**config.mk**
```make
export PLATFORM = sky130hd
export DESIGN_NAME = entrada_handshake_fpga_flat
export DESIGN_NICKNAME = d
export VERILOG_FILES = /design/src/rtl/entrada_handshake_fpga_if.sv /design/src/rtl/entrada_handshake_fpga.sv /design/src/flat_wrapper.sv
export SDC_FILE = /design/constraint.sdc
export NUM_CORES = 1
export LEC_CHECK = 0
export CORE_ASPECT_RATIO = 0.6
export CORE_MARGIN = 10
export CORE_UTILIZATION = 49
export DETAILED_ROUTE_END_ITERATION = 8
export GPL_TIMING_DRIVEN = 0
export PLACE_DENSITY = 0.77
export SKIP_CTS_REPAIR_TIMING = 1
export SYNTH_ARGS = -nofsm -noshare
export SYNTH_HDL_FRONTEND = slang
export SYNTH_SLANG_ARGS = --single-unit
```
**constraint.sdc**
```tcl
create_clock -name clock -period 2.27 [get_ports clock]
set_input_delay 0.454 -clock clock [delete_from_list [all_inputs] [get_ports clock]]
set_output_delay 0.454 -clock clock [all_outputs]
set_load 0.1 [all_outputs]
```
**src/rtl/entrada_handshake_fpga_if.sv**
```systemverilog
// Handshake between the IN-path operand producer and the processor's control/stall logic.
// The processor side drives the request and the consume pulse; the producer returns the operand.
interface entrada_handshake_fpga_if #(
    parameter int IMM_WIDTH = 14
);
    logic                 in_req;
    logic                 cons_ack;
    logic                 stall;
    logic [IMM_WIDTH-1:0] dado_in;
    logic                 dado_valido;

    modport master (output in_req, cons_ack, input stall, dado_in, dado_valido);
    modport slave  (input in_req, cons_ack, output stall, dado_in, dado_valido);
endinterface

```
**src/rtl/entrada_handshake_fpga.sv**
```systemverilog
// Operator input for the IN instruction: freezes the core, waits for a debounced confirm press
// and returns the zero-extended switch value. Optional wait limit under macro ENTRADA_TIMEOUT_EN.
module entrada_handshake_fpga #(
    parameter int SW_WIDTH        = 8,
    parameter int IMM_WIDTH       = 14,
    parameter int DEBOUNCE_CYCLES = 50000,
    parameter int TIMEOUT_CYCLES  = 100000000
) (
    input  logic                    clock,
    input  logic                    reset,
    entrada_handshake_fpga_if.slave bus,
    input  logic [SW_WIDTH-1:0]     switches,
    input  logic                    botao,
    output logic                    aguardando
`ifdef ENTRADA_TIMEOUT_EN
    ,
    output logic                    timeout_flag
`endif
);

    localparam int DB_W = (DEBOUNCE_CYCLES > 2) ? $clog2(DEBOUNCE_CYCLES) : 1;
    localparam logic [DB_W-1:0] DB_LAST = DB_W'(DEBOUNCE_CYCLES - 1);

    if (DEBOUNCE_CYCLES < 2 || TIMEOUT_CYCLES < 1 || IMM_WIDTH < SW_WIDTH) begin : g_bad_params
        $error("entrada_handshake_fpga: invalid parameter set");
    end

    typedef enum logic [1:0] {
        OCIOSO,
        ESPERA_SOLTO,
        ESPERA_BOTAO,
        ENTREGA
    } estado_t;

    logic            sync1_q, sync1_d;
    logic            sync2_q, sync2_d;
    logic            stable_q, stable_d;
    logic            stable_prev_q, stable_prev_d;
    logic [DB_W-1:0] db_cnt_q, db_cnt_d;
    logic            press;

    estado_t              estado_q, estado_d;
    logic [IMM_WIDTH-1:0] dado_q, dado_d;
    logic                 valido_q, valido_d;

`ifdef ENTRADA_TIMEOUT_EN
    localparam int TO_W = (TIMEOUT_CYCLES > 2) ? $clog2(TIMEOUT_CYCLES) : 1;
    localparam logic [TO_W-1:0] TO_LAST = TO_W'(TIMEOUT_CYCLES - 1);

    logic [TO_W-1:0] espera_cnt_q, espera_cnt_d;
    logic            tflag_q, tflag_d;
    logic            expira;

    assign expira = (espera_cnt_q == TO_LAST);
`endif

    // botao is asynchronous to clock; two flops before anything looks at it
    always_comb begin
        sync1_d = botao;
        sync2_d = sync1_q;
    end

    // A level change is accepted only after DEBOUNCE_CYCLES consecutive disagreeing samples
    always_comb begin
        stable_d      = stable_q;
        db_cnt_d      = '0;
        stable_prev_d = stable_q;
        if (sync2_q != stable_q) begin
            if (db_cnt_q == DB_LAST) begin
                stable_d = ~stable_q;
            end else begin
                db_cnt_d = db_cnt_q + 1'b1;
            end
        end
    end

    assign press = stable_q & ~stable_prev_q;

    always_comb begin
        estado_d = estado_q;
        dado_d   = dado_q;
        valido_d = 1'b0;
`ifdef ENTRADA_TIMEOUT_EN
        tflag_d      = tflag_q;
        espera_cnt_d = espera_cnt_q;
`endif
        unique case (estado_q)
            OCIOSO: begin
                if (bus.in_req) begin
                    // a button already down must be released before it can confirm
                    estado_d = stable_q ? ESPERA_SOLTO : ESPERA_BOTAO;
`ifdef ENTRADA_TIMEOUT_EN
                    espera_cnt_d = '0;
`endif
                end
            end
            ESPERA_SOLTO, ESPERA_BOTAO: begin
`ifdef ENTRADA_TIMEOUT_EN
                espera_cnt_d = espera_cnt_q + 1'b1;
`endif
                if (!bus.in_req) begin
                    estado_d = OCIOSO;
                end else if (estado_q == ESPERA_SOLTO && !stable_q) begin
                    estado_d = ESPERA_BOTAO;
`ifdef ENTRADA_TIMEOUT_EN
                    espera_cnt_d = '0;
`endif
                end else if (estado_q == ESPERA_BOTAO && press) begin
                    dado_d   = IMM_WIDTH'(switches);
                    valido_d = 1'b1;
                    estado_d = ENTREGA;
`ifdef ENTRADA_TIMEOUT_EN
                    tflag_d = 1'b0;
`endif
                end
`ifdef ENTRADA_TIMEOUT_EN
                else if (expira) begin
                    dado_d   = '0;
                    tflag_d  = 1'b1;
                    valido_d = 1'b1;
                    estado_d = ENTREGA;
                end
`endif
            end
            ENTREGA: begin
                if (bus.cons_ack || !bus.in_req) begin
                    estado_d = OCIOSO;
                end
            end
            default: estado_d = OCIOSO;
        endcase
    end

    always_ff @(posedge clock) begin
        if (reset) begin
            sync1_q       <= 1'b0;
            sync2_q       <= 1'b0;
            stable_q      <= 1'b0;
            stable_prev_q <= 1'b0;
            db_cnt_q      <= '0;
            estado_q      <= OCIOSO;
            dado_q        <= '0;
            valido_q      <= 1'b0;
`ifdef ENTRADA_TIMEOUT_EN
            espera_cnt_q  <= '0;
            tflag_q       <= 1'b0;
`endif
        end else begin
            sync1_q       <= sync1_d;
            sync2_q       <= sync2_d;
            stable_q      <= stable_d;
            stable_prev_q <= stable_prev_d;
            db_cnt_q      <= db_cnt_d;
            estado_q      <= estado_d;
            dado_q        <= dado_d;
            valido_q      <= valido_d;
`ifdef ENTRADA_TIMEOUT_EN
            espera_cnt_q  <= espera_cnt_d;
            tflag_q       <= tflag_d;
`endif
        end
    end

    // stall follows in_req combinationally so the core freezes in the request cycle itself
    assign bus.stall       = bus.in_req & (estado_q != ENTREGA) & ~reset;
    assign bus.dado_in     = dado_q;
    assign bus.dado_valido = valido_q;
    assign aguardando      = (estado_q == ESPERA_SOLTO) || (estado_q == ESPERA_BOTAO);
`ifdef ENTRADA_TIMEOUT_EN
    assign timeout_flag    = tflag_q;
`endif

endmodule

```
**src/flat_wrapper.sv**
```systemverilog
// flat-port wrapper written by rule: the top's interface ports become plain ports
module entrada_handshake_fpga_flat 
#(
    parameter int SW_WIDTH        = 8,
    parameter int IMM_WIDTH       = 14,
    parameter int DEBOUNCE_CYCLES = 50000,
    parameter int TIMEOUT_CYCLES  = 100000000
)
  (clock, reset, switches, botao, aguardando, bus_in_req, bus_cons_ack, bus_stall, bus_dado_in, bus_dado_valido);
  entrada_handshake_fpga_if #(.IMM_WIDTH(IMM_WIDTH)) bus_i ();
  input  logic clock;
  input  logic reset;
  input  logic [SW_WIDTH-1:0] switches;
  input  logic botao;
  output logic aguardando;
  input wire logic [$bits(bus_i.in_req)-1:0] bus_in_req;
  input wire logic [$bits(bus_i.cons_ack)-1:0] bus_cons_ack;
  output wire logic [$bits(bus_i.stall)-1:0] bus_stall;
  output wire logic [$bits(bus_i.dado_in)-1:0] bus_dado_in;
  output wire logic [$bits(bus_i.dado_valido)-1:0] bus_dado_valido;
  assign bus_i.in_req = bus_in_req;
  assign bus_i.cons_ack = bus_cons_ack;
  assign bus_stall = bus_i.stall;
  assign bus_dado_in = bus_i.dado_in;
  assign bus_dado_valido = bus_i.dado_valido;
  entrada_handshake_fpga #(.SW_WIDTH(SW_WIDTH), .IMM_WIDTH(IMM_WIDTH), .DEBOUNCE_CYCLES(DEBOUNCE_CYCLES), .TIMEOUT_CYCLES(TIMEOUT_CYCLES)) u_core (.clock(clock), .reset(reset), .bus(bus_i), .switches(switches), .botao(botao), .aguardando(aguardando));
endmodule
```
==> reports/qor.csv <==
stage;metric;value;unit
place;hpwl;2540;µm
setup_path;path_buf_inv;1;
global_routing;globalRouteTotalUtil;12.5;%
final_layout;final_common_cell;dfxtp_1;
synth;synth.area.mux_share;7.16;%
routing;routedWlPerCell;15.3;µm
timing;fin_setup_tns;0;ns
floorplan;die_w;89.4;µm
pwr;power_density;830;mW/mm²
setup_path;critPathRequiredTime;1.82;ns
timing;grt_setup_unrepaired;false;
floorplan;die_area;0.00551;mm²
synth;synth_cell_types;34;
timing;slew_viol_final;0;
pwr;p_leak;0.688;nW
clocking;cts_tree;built;
routing;dr.first_iter.drc_count;150;
routing;drt.antenna.violating_nets;0;
final_layout;most-common-layout-cells;dfxtp_1, nor2_1, clkdlybuf4s50_1, xnor2_1, mux2i_1;
global_routing;antenna_found_initial;0;
timing;post-route-period-util;97.9;%
hold_path;hp-class;reg -> reg;
job;maxCapViolCount;0;
outcome;outcome;finished clean;
clocking;cts_inserted_buffers;5;
clocking;ctsHtreeMaxLevel;2;
clocking;clk_latency;0.29;ns
synth;yosysSeqAreaShare;43.9;%
place;port_buffers;23;
setup_path;critPathMaxStageDelay;1.14;ns
floorplan;core_area;0.00263;mm²
clocking;cts.sinks;31;
synth;synth.avg_cell_area;9.31;µm²
synth;synth_top_area_cell;dfxtp_1;
global_routing;gr-total-overflow;0;
routing;viasPerCell;5.38;
final_layout;fin_cells;220;
synth;synthTopCellsByArea;dfxtp_1, nor2_1, mux2i_1;
clocking;clockBufferDepth;2;
routing;route.detailed.drc;0;
setup_path;slowest_stage;clkdlybuf4s50_1;
synth;yosysTopAreaCellShare;43.9;%
synth;synth-simple-area-share;26.3;%
timing;period_needed;2.22;ns
timing;whs;0.438;ns
pwr;peakVddDrop;561;µV
setup_path;crit_chain;clkdlybuf4s50_1;
setup_path;worst-setup-path-type;reg -> out;
routing;wirelength;3370;µm
synth;netlist_instances;152;
final_layout;diodes;0;
timing;finalClockSkew;0.00733;ns
place;gp_congestion;0.878;
synth;ys_seq_elements;31;
setup_path;start_kind;register;
final_layout;area_delta_synth_final;30.8;%
place;placed_cells;212;
timing;max_freq;450;MHz
setup_path;critical_path.top_delay_family;buffers and inverters;
synth;synth_compound_area_share;3.71;%
synth;synth_xor_area_share;8.05;%
synth;synth_top_family_by_area;simple AND/OR/NAND/NOR gates;
clocking;cts.clk_slew.worst_paths;0.07;ns
final_layout;drive_gt1_share;14.4;%
timing;max_slew_margin;34.2;%
timing;hold_viol;0;
setup_path;cp-end-kind;primary output;
floorplan;dieHeight;61.6;µm
floorplan;num_rows;14;
floorplan;io_pins;30;
synth;yosysWarnings;0;
timing;setup_viol;0;
floorplan;initial_core_util;53.9;%
final_layout;nNetsFinal;206;
synth;synth_fa_ha_area_share;5.31;%
final_layout;fin_util;70.4;%
setup_path;cp.arrival;1.77;ns
global_routing;grt_max_degree;11;
global_routing;grt_pass1_vias;1061;
timing;worst_slew_pin_slew;0.984;ns
setup_path;crit_fanout;2;
pwr;power.total;1.54;mW
routing;num_vias;1183;
synth;syn-cell-area;0.00142;mm²
global_routing;grt_pass1_wl;5290;µm
routing;firstDrtPassIters;4;
clocking;clockRootBuffer;clkbuf_8;
==> per-layer routing <==
metal | GRT usage, % | share of wire (%)
met2 | 18.7 | 44
met1 | 15.7 | 45
met4 | 5.86 | 1.6
met3 | 4.74 | 9.6
met5 | 0 | 0
==> kinds of logic (layout without fill, tap and decap cells) <==
kind of cell,Yosys count,after routing
fa+ha+maj,6,6
flops,31,31
buf+inv,12,43
xor+xnor,13,13
compound gates,9,9
other cells,1,6
simple gates,70,70
mux,10,10
==> stage by stage <==
step                      cell area (µm²)  setup WS (ns)
after floorplan                      1450         0.0965
after global placement               1720         -0.955
after detailed placement             1720         -0.994
after CTS                            1840         -0.998
after global routing                 1850        0.00429
final                                1850         0.0481
==> cell type report <==
cell class	instances	area (µm²)
tap	32	40.0
multi-input combinational	114	752
fill	199	777
timing repair buffer	23	240
buffer	9	68.8
sequential	31	621
inverter	3	11.3
clock inverter	2	35.0
clock buffer	6	82.6
==> worst paths after layout <==
check / startpoint / endpoint / slack, ns / cells past startpoint
max: u_core.bus.dado_in[3]$_SDFFE_PP0P_ / bus_dado_in[3] / 0.05 / 1
min reg2reg: u_core.sync1_q$_SDFF_PP0_ / u_core.sync2_q$_SDFF_PP0_ / 0.44 / 1
max reg2reg: u_core.db_cnt_q[12]$_SDFF_PP0_ / u_core.db_cnt_q[7]$_SDFF_PP0_ / 0.29 / 5
min: u_core.sync1_q$_SDFF_PP0_ / u_core.sync2_q$_SDFF_PP0_ / 0.44 / 1
==> sequential cells by signal, summed over array words and instances (netlist names) <==
| register | cells |
|---|---|
| u_core.bus.dado_in | 8 |
| u_core.bus.dado_valido | 1 |
| u_core.stable_prev_q | 1 |
| u_core.sync1_q | 1 |
| u_core.stable_prev_d | 1 |
| u_core.db_cnt_q | 16 |
| u_core.sync2_q | 1 |
| u_core.estado_q | 2 |
==> power by group <==
group          internal [mW]  switching [mW]  total [mW]
combinational          0.125           0.278       0.402
clock                  0.355           0.206       0.560
sequential             0.562          0.0126       0.574
==> Yosys cell counts <==
cell	count
a21o_1	1
a21oi_1	3
and3_2	1
buf_4	6
buf_6	1
clkbuf_1	2
conb_1	1
dfxtp_1	31
ha_1	6
inv_1	3
mux2_2	1
mux2i_1	9
nand2_1	5
nand2_2	1
nand2b_1	1
nand3_1	5
nand3_2	1
nand3b_1	1
nand4_1	3
nand4b_1	1
nor2_1	27
nor2_2	1
nor2b_1	4
nor3_1	5
nor3b_1	2
nor4_1	3
o21ai_0	3
o31ai_1	2
or3_1	2
or4_1	5
or4_4	1
or4bb_1	1
xnor2_1	10
xor2_1	3
Note: power is estimated with default switching activity, not from simulation.
==> RTL edit 1: new RTL, same flow settings <==
`SW_WIDTH` is set to 8 in 2 places; all go to 6.
--- a/src/rtl/entrada_handshake_fpga.sv
+++ b/src/rtl/entrada_handshake_fpga.sv
@@ -1,7 +1,7 @@
 // Operator input for the IN instruction: freezes the core, waits for a debounced confirm press
 // and returns the zero-extended switch value. Optional wait limit under macro ENTRADA_TIMEOUT_EN.
 module entrada_handshake_fpga #(
-    parameter int SW_WIDTH        = 8,
+    parameter int SW_WIDTH        = 6,
     parameter int IMM_WIDTH       = 14,
     parameter int DEBOUNCE_CYCLES = 50000,
     parameter int TIMEOUT_CYCLES  = 100000000
--- a/src/flat_wrapper.sv
+++ b/src/flat_wrapper.sv
@@ -1,7 +1,7 @@
 // flat-port wrapper written by rule: the top's interface ports become plain ports
 module entrada_handshake_fpga_flat 
 #(
-    parameter int SW_WIDTH        = 8,
+    parameter int SW_WIDTH        = 6,
     parameter int IMM_WIDTH       = 14,
     parameter int DEBOUNCE_CYCLES = 50000,
     parameter int TIMEOUT_CYCLES  = 100000000
Ports: changed (resized switches); port bits go from 30 to 28. The function was not compared with the original's and may differ.
==> RTL edit 1 against the unedited design <==
Final area decreased by 7.5%. Sequential cell count decreased by 2. Wire length decreased by 9.8%. Synthesized area decreased by 3.9%. Power decreased by 8.3%. Clock power decreased by 18%. Setup slack improved by 7.1 ps. Register-to-register slack got worse by 30 ps. Critical path type unchanged.
==> RTL edit 1: results (changes against the unedited design) <==
INFO  worst_setup_path crit_end=bus_dado_in[2]
INFO  placement      dp_worst_setup_slack=-539ps [+455 ps]
INFO  worst_setup_path timing.critical_path.from=u_core.bus.dado_in[2]
INFO  placement      io_buffer_count=18 [-22%]
INFO  synthesis      ys_top_cells_by_area=dfxtp_1, nor2_1, xnor2_1
INFO  layout         final.fill_count=220 [+11%]
INFO  drt            drt-total-wl=3040um [-9.8%]
INFO  synthesis      syn_area_per_cell=9.19um^2 [-1.3%]
INFO  drt            routedLengthMet1=1400um [-7.4%]
INFO  sta            maxSlewHeadroom=0.325 [-0.0169]
INFO  placement      routabilityCongestion=0.862 [-1.9%]
INFO  drt            avgRoutedWirePerCell=14.2um [-6.9%]
INFO  layout         finalNetCount=197 [-4.4%]
INFO  synthesis      synth_edf_count=0 [unchanged]
INFO  placement      dpl.hpwl=2320um [-8.9%]
INFO  synthesis      synth_sequential_area_ratio=0.427 [-0.0117]
INFO  drt            route.detailed.vias_per_inst=5.18 [-3.6%]
INFO  drt            route.met3.wl=309um [-4.6%]
INFO  run_status     outcome=finished clean
INFO  sta            hold_slack=451ps [+12.8 ps]
INFO  drt            met2RoutedLength=1260um [-15%]
INFO  worst_setup_path critPathMaxStageDelay=1160ps [+20 ps]
INFO  grt            grt.met2_usage=0.168 [-0.0190]
INFO  drt            drt-initial-drc-count=59 [-61%]
INFO  layout         fraction_of_layout_cells_with_a_size_suffix_above_1=0.144 [about the same]
INFO  grt            grt_util_met3=0.0495 [+0.00203]
INFO  grt            number_of_global_route_vias_before_repair=1,065 [+0.38%]
INFO  synthesis      yosys_cell_types=33 [-2.9%]
INFO  grt            grtUsageMet1=0.142 [-0.0146]
INFO  sta            achievable-frequency=0.452GHz [+0.32%]
INFO  power          max-vdd-ir-drop=0.398mV [-29%]
INFO  synthesis      commonest_cells_in_the_netlist=dfxtp_1, nor2_1, xnor2_1
INFO  worst_setup_path slack_of_the_worst_reg_to_reg_path=260ps [-30 ps]
INFO  sta            final.setup_skew=3.92ps [-3.40 ps]
INFO  worst_setup_path rr_endpoint=u_core.db_cnt_q[5]
INFO  power          p_leak=0.611nW [-11%]
INFO  placement      place.detailed.instances=205 [-3.3%]
RTL edit 1: cell count changes in the layout (fill, tap and decap cells not counted), sizes merged:
| cell | before | now |
|---|---|---|
| bufinv | 1 | 0 |
| dfxtp | 31 | 29 |
| nor2 | 28 | 26 |
| conb | 6 | 8 |
| clkbuf | 8 | 11 |
| mux2i | 9 | 7 |
| clkdlybuf4s50 | 19 | 16 |
| dlymetal6s2s | 2 | 0 |
RTL edit 1: kinds of logic after synthesis:
logic type,share of synthesized area
AND/OR/NAND/NOR,0.267
multiplexers,0.0598
AO/OA/AOI/OAI,0.0386
adder cells (fa/ha/maj),0.0552
XOR/XNOR,0.0837
buffers and inverters,0.0662
other,0.00276
flip-flops,0.427
RTL edit 1: area by class of cell:
cell class | count | area [um^2] | share of cell area
well taps | 32 | 40.0 | 0.0234
plain buffers | 11 | 78.8 | 0.0461
inverters | 3 | 11.3 | 0.00658
multi-input cells | 112 | 729 | 0.426
flip-flops and latches | 29 | 581 | 0.339
clock inverters | 1 | 5.00 | 0.00292
repair buffers | 18 | 170 | 0.0994
clock buffers | 7 | 96.3 | 0.0563
RTL edit 1: per-stage QoR:
| step | instance area, um^2 | TNS (ps) | power [mW] | utilization |
|---|---|---|---|---|
| global placement | 1620 | -624 | 0.960 | 0.629 |
| finish | 1710 | 0 | 1.41 | 0.665 |
| global route | 1710 | 0 | 1.47 | 0.665 |
| CTS | 1720 | -961 | 1.44 | 0.669 |
| floorplan | 1400 | 0 | 0.898 | - |
| detailed placement | 1620 | -642 | 0.974 | 0.629 |
RTL edit 1: report_power, final:
| group | total, mW | switching (mW) | internal, mW |
|---|---|---|---|
| Combinational | 0.410 | 0.293 | 0.117 |
| Sequential | 0.540 | 0.0128 | 0.527 |
| Clock | 0.459 | 0.185 | 0.273 |
==> RTL edit 2: new RTL, config.mk and constraints unchanged <==
Made on the original files. Re-encode `estado_t` (4 values) as Gray code, 2 bits wide.
--- a/src/rtl/entrada_handshake_fpga.sv
+++ b/src/rtl/entrada_handshake_fpga.sv
@@ -26,10 +26,10 @@
     end
 
     typedef enum logic [1:0] {
-        OCIOSO,
-        ESPERA_SOLTO,
-        ESPERA_BOTAO,
-        ENTREGA
+        OCIOSO       = 2'b00,
+        ESPERA_SOLTO = 2'b01,
+        ESPERA_BOTAO = 2'b11,
+        ENTREGA      = 2'b10
     } estado_t;
 
     logic            sync1_q, sync1_d;
Function: no difference found for any inputs over 10 cycles, from zero or initial values and one cycle with reset high; not proved beyond that.
==> RTL edit 2 against the unedited design <==
Sequential cell count is the same. Synthesized area shrank 8.9%. Final area fell by 8.0%. Final cell count fell by 6.4%. Setup slack worse by 9.6 ps. Highest routed layer unchanged. Wire length is 22% lower. Register-to-register slack improved by 170 ps.
Power is not compared: it rests on default switching activity, and its combinational part moved more than twofold at a synthesized area within 25%.
==> RTL edit 2: results (changes against the unedited design) <==
INFO  layout         final.fill_count=196 [-1.5%]
INFO  sta            final.setup_skew=4.64ps [-2.68 ps]
INFO  synthesis      synth_xor_xnor_area_share=0.102 [+0.0215]
INFO  clock_network  ctsRootBufferMaster=clkbuf_8
INFO  layout         fraction_of_layout_cells_with_a_size_suffix_above_1=0.109 [-0.0344]
INFO  grt            first_pass_grt_wire_length=4400um [-17%]
INFO  power          p_leak=0.697nW
INFO  placement      dp_worst_setup_slack=-640ps [+354 ps]
INFO  placement      routabilityCongestion=0.787 [-10%]
INFO  worst_setup_path arrival=1780ps
INFO  synthesis      yosys.area_share.adder=0.00971 [-0.0433]
INFO  placement      place.detailed.instances=198 [-6.6%]
INFO  power          clock_network_power_share=0.456
INFO  synthesis      ys_top_cells_by_area=dfxtp_1, xnor2_1, nor2_1
INFO  synthesis      synth_sequential_area_ratio=0.482 [+0.0430]
INFO  synthesis      commonest_cells_in_the_netlist=dfxtp_1, nor2_1, xnor2_1
INFO  synthesis      synth_area_in_compound_gates=0.0184 [-0.0187]
INFO  placement      dpl.hpwl=2050um [-19%]
INFO  power          design_power_total=1.21mW
INFO  run_status     outcome=finished clean
INFO  synthesis      synth-warning-count=0 [unchanged]
INFO  layout         finalNetCount=187 [-9.2%]
INFO  drt            vias=981 [-17%]
INFO  grt            number_of_global_route_vias_before_repair=903 [-15%]
INFO  drt            drt_first_pass_iters=4 [unchanged]
INFO  drt            drt-total-wl=2620um [-22%]
INFO  placement      placement.cell_area=0.00158mm^2 [-7.9%]
INFO  layout         layoutNonFillerInstCount=206 [-6.4%]
INFO  layout         finish.utilization=0.679 [-0.0250]
INFO  synthesis      yosys_cell_types=28 [-18%]
INFO  synthesis      syn-instance-count=138 [-9.2%]
INFO  drt            drt-initial-drc-count=87 [-42%]
INFO  grt            grt_util_all_layers=0.110 [-0.0152]
## RTL edit 2: changes by cell type after synthesis, moves of 3 or more
cell / change
ha_1: -5
or4_1: -4
inv_1: +3
nor2_1: +3
xnor2_1: +3
## RTL edit 2: worst register-to-register path, delay by kind of cell, from the launching register on
| kind | cells | cell delay [ps] |
|---|---|---|
| DFF | 1 | 350 |
| buffers and inverters | 2 | 250 |
| and+or+nand+nor | 4 | 1110 |
## RTL edit 2: area by class of cell
| cell class | instances | share of cell area |
|---|---|---|
| clock buffers | 6 | 0.0485 |
| multi-input cells | 95 | 0.341 |
| well taps | 32 | 0.0235 |
| clock inverters | 2 | 0.0206 |
| flip-flops and latches | 31 | 0.365 |
| inverters | 6 | 0.0132 |
| repair buffers | 23 | 0.137 |
| plain buffers | 11 | 0.0515 |
## RTL edit 2: cells by family after synthesis
family | after synthesis
compound gates | 4
simple gates | 60
mux | 9
buf+inv | 17
flops | 31
other cells | 1
xor+xnor | 15
fa+ha+maj | 1
## RTL edit 2: path summary, 6_finish.rpt
kind / to / from / cells past startpoint / slack [ps]
max: bus_dado_in[4] / u_core.bus.dado_in[4] / 1 / 40
min: u_core.sync2_q / u_core.sync1_q / 1 / 460
max reg2reg: u_core.db_cnt_q[9] / u_core.db_cnt_q[7] / 6 / 460
min reg2reg: u_core.sync2_q / u_core.sync1_q / 1 / 460
## RTL edit 2: layer usage
layer / global-route usage / part of all wire / vias to the layer above
met3: 0.0516 / 0.079 / 3
met4: 0.0552 / 0.0080 / 0
met5: 0 / 0 / -
li1: - / - / 517
met2: 0.153 / 0.46 / 25
met1: 0.139 / 0.46 / 436
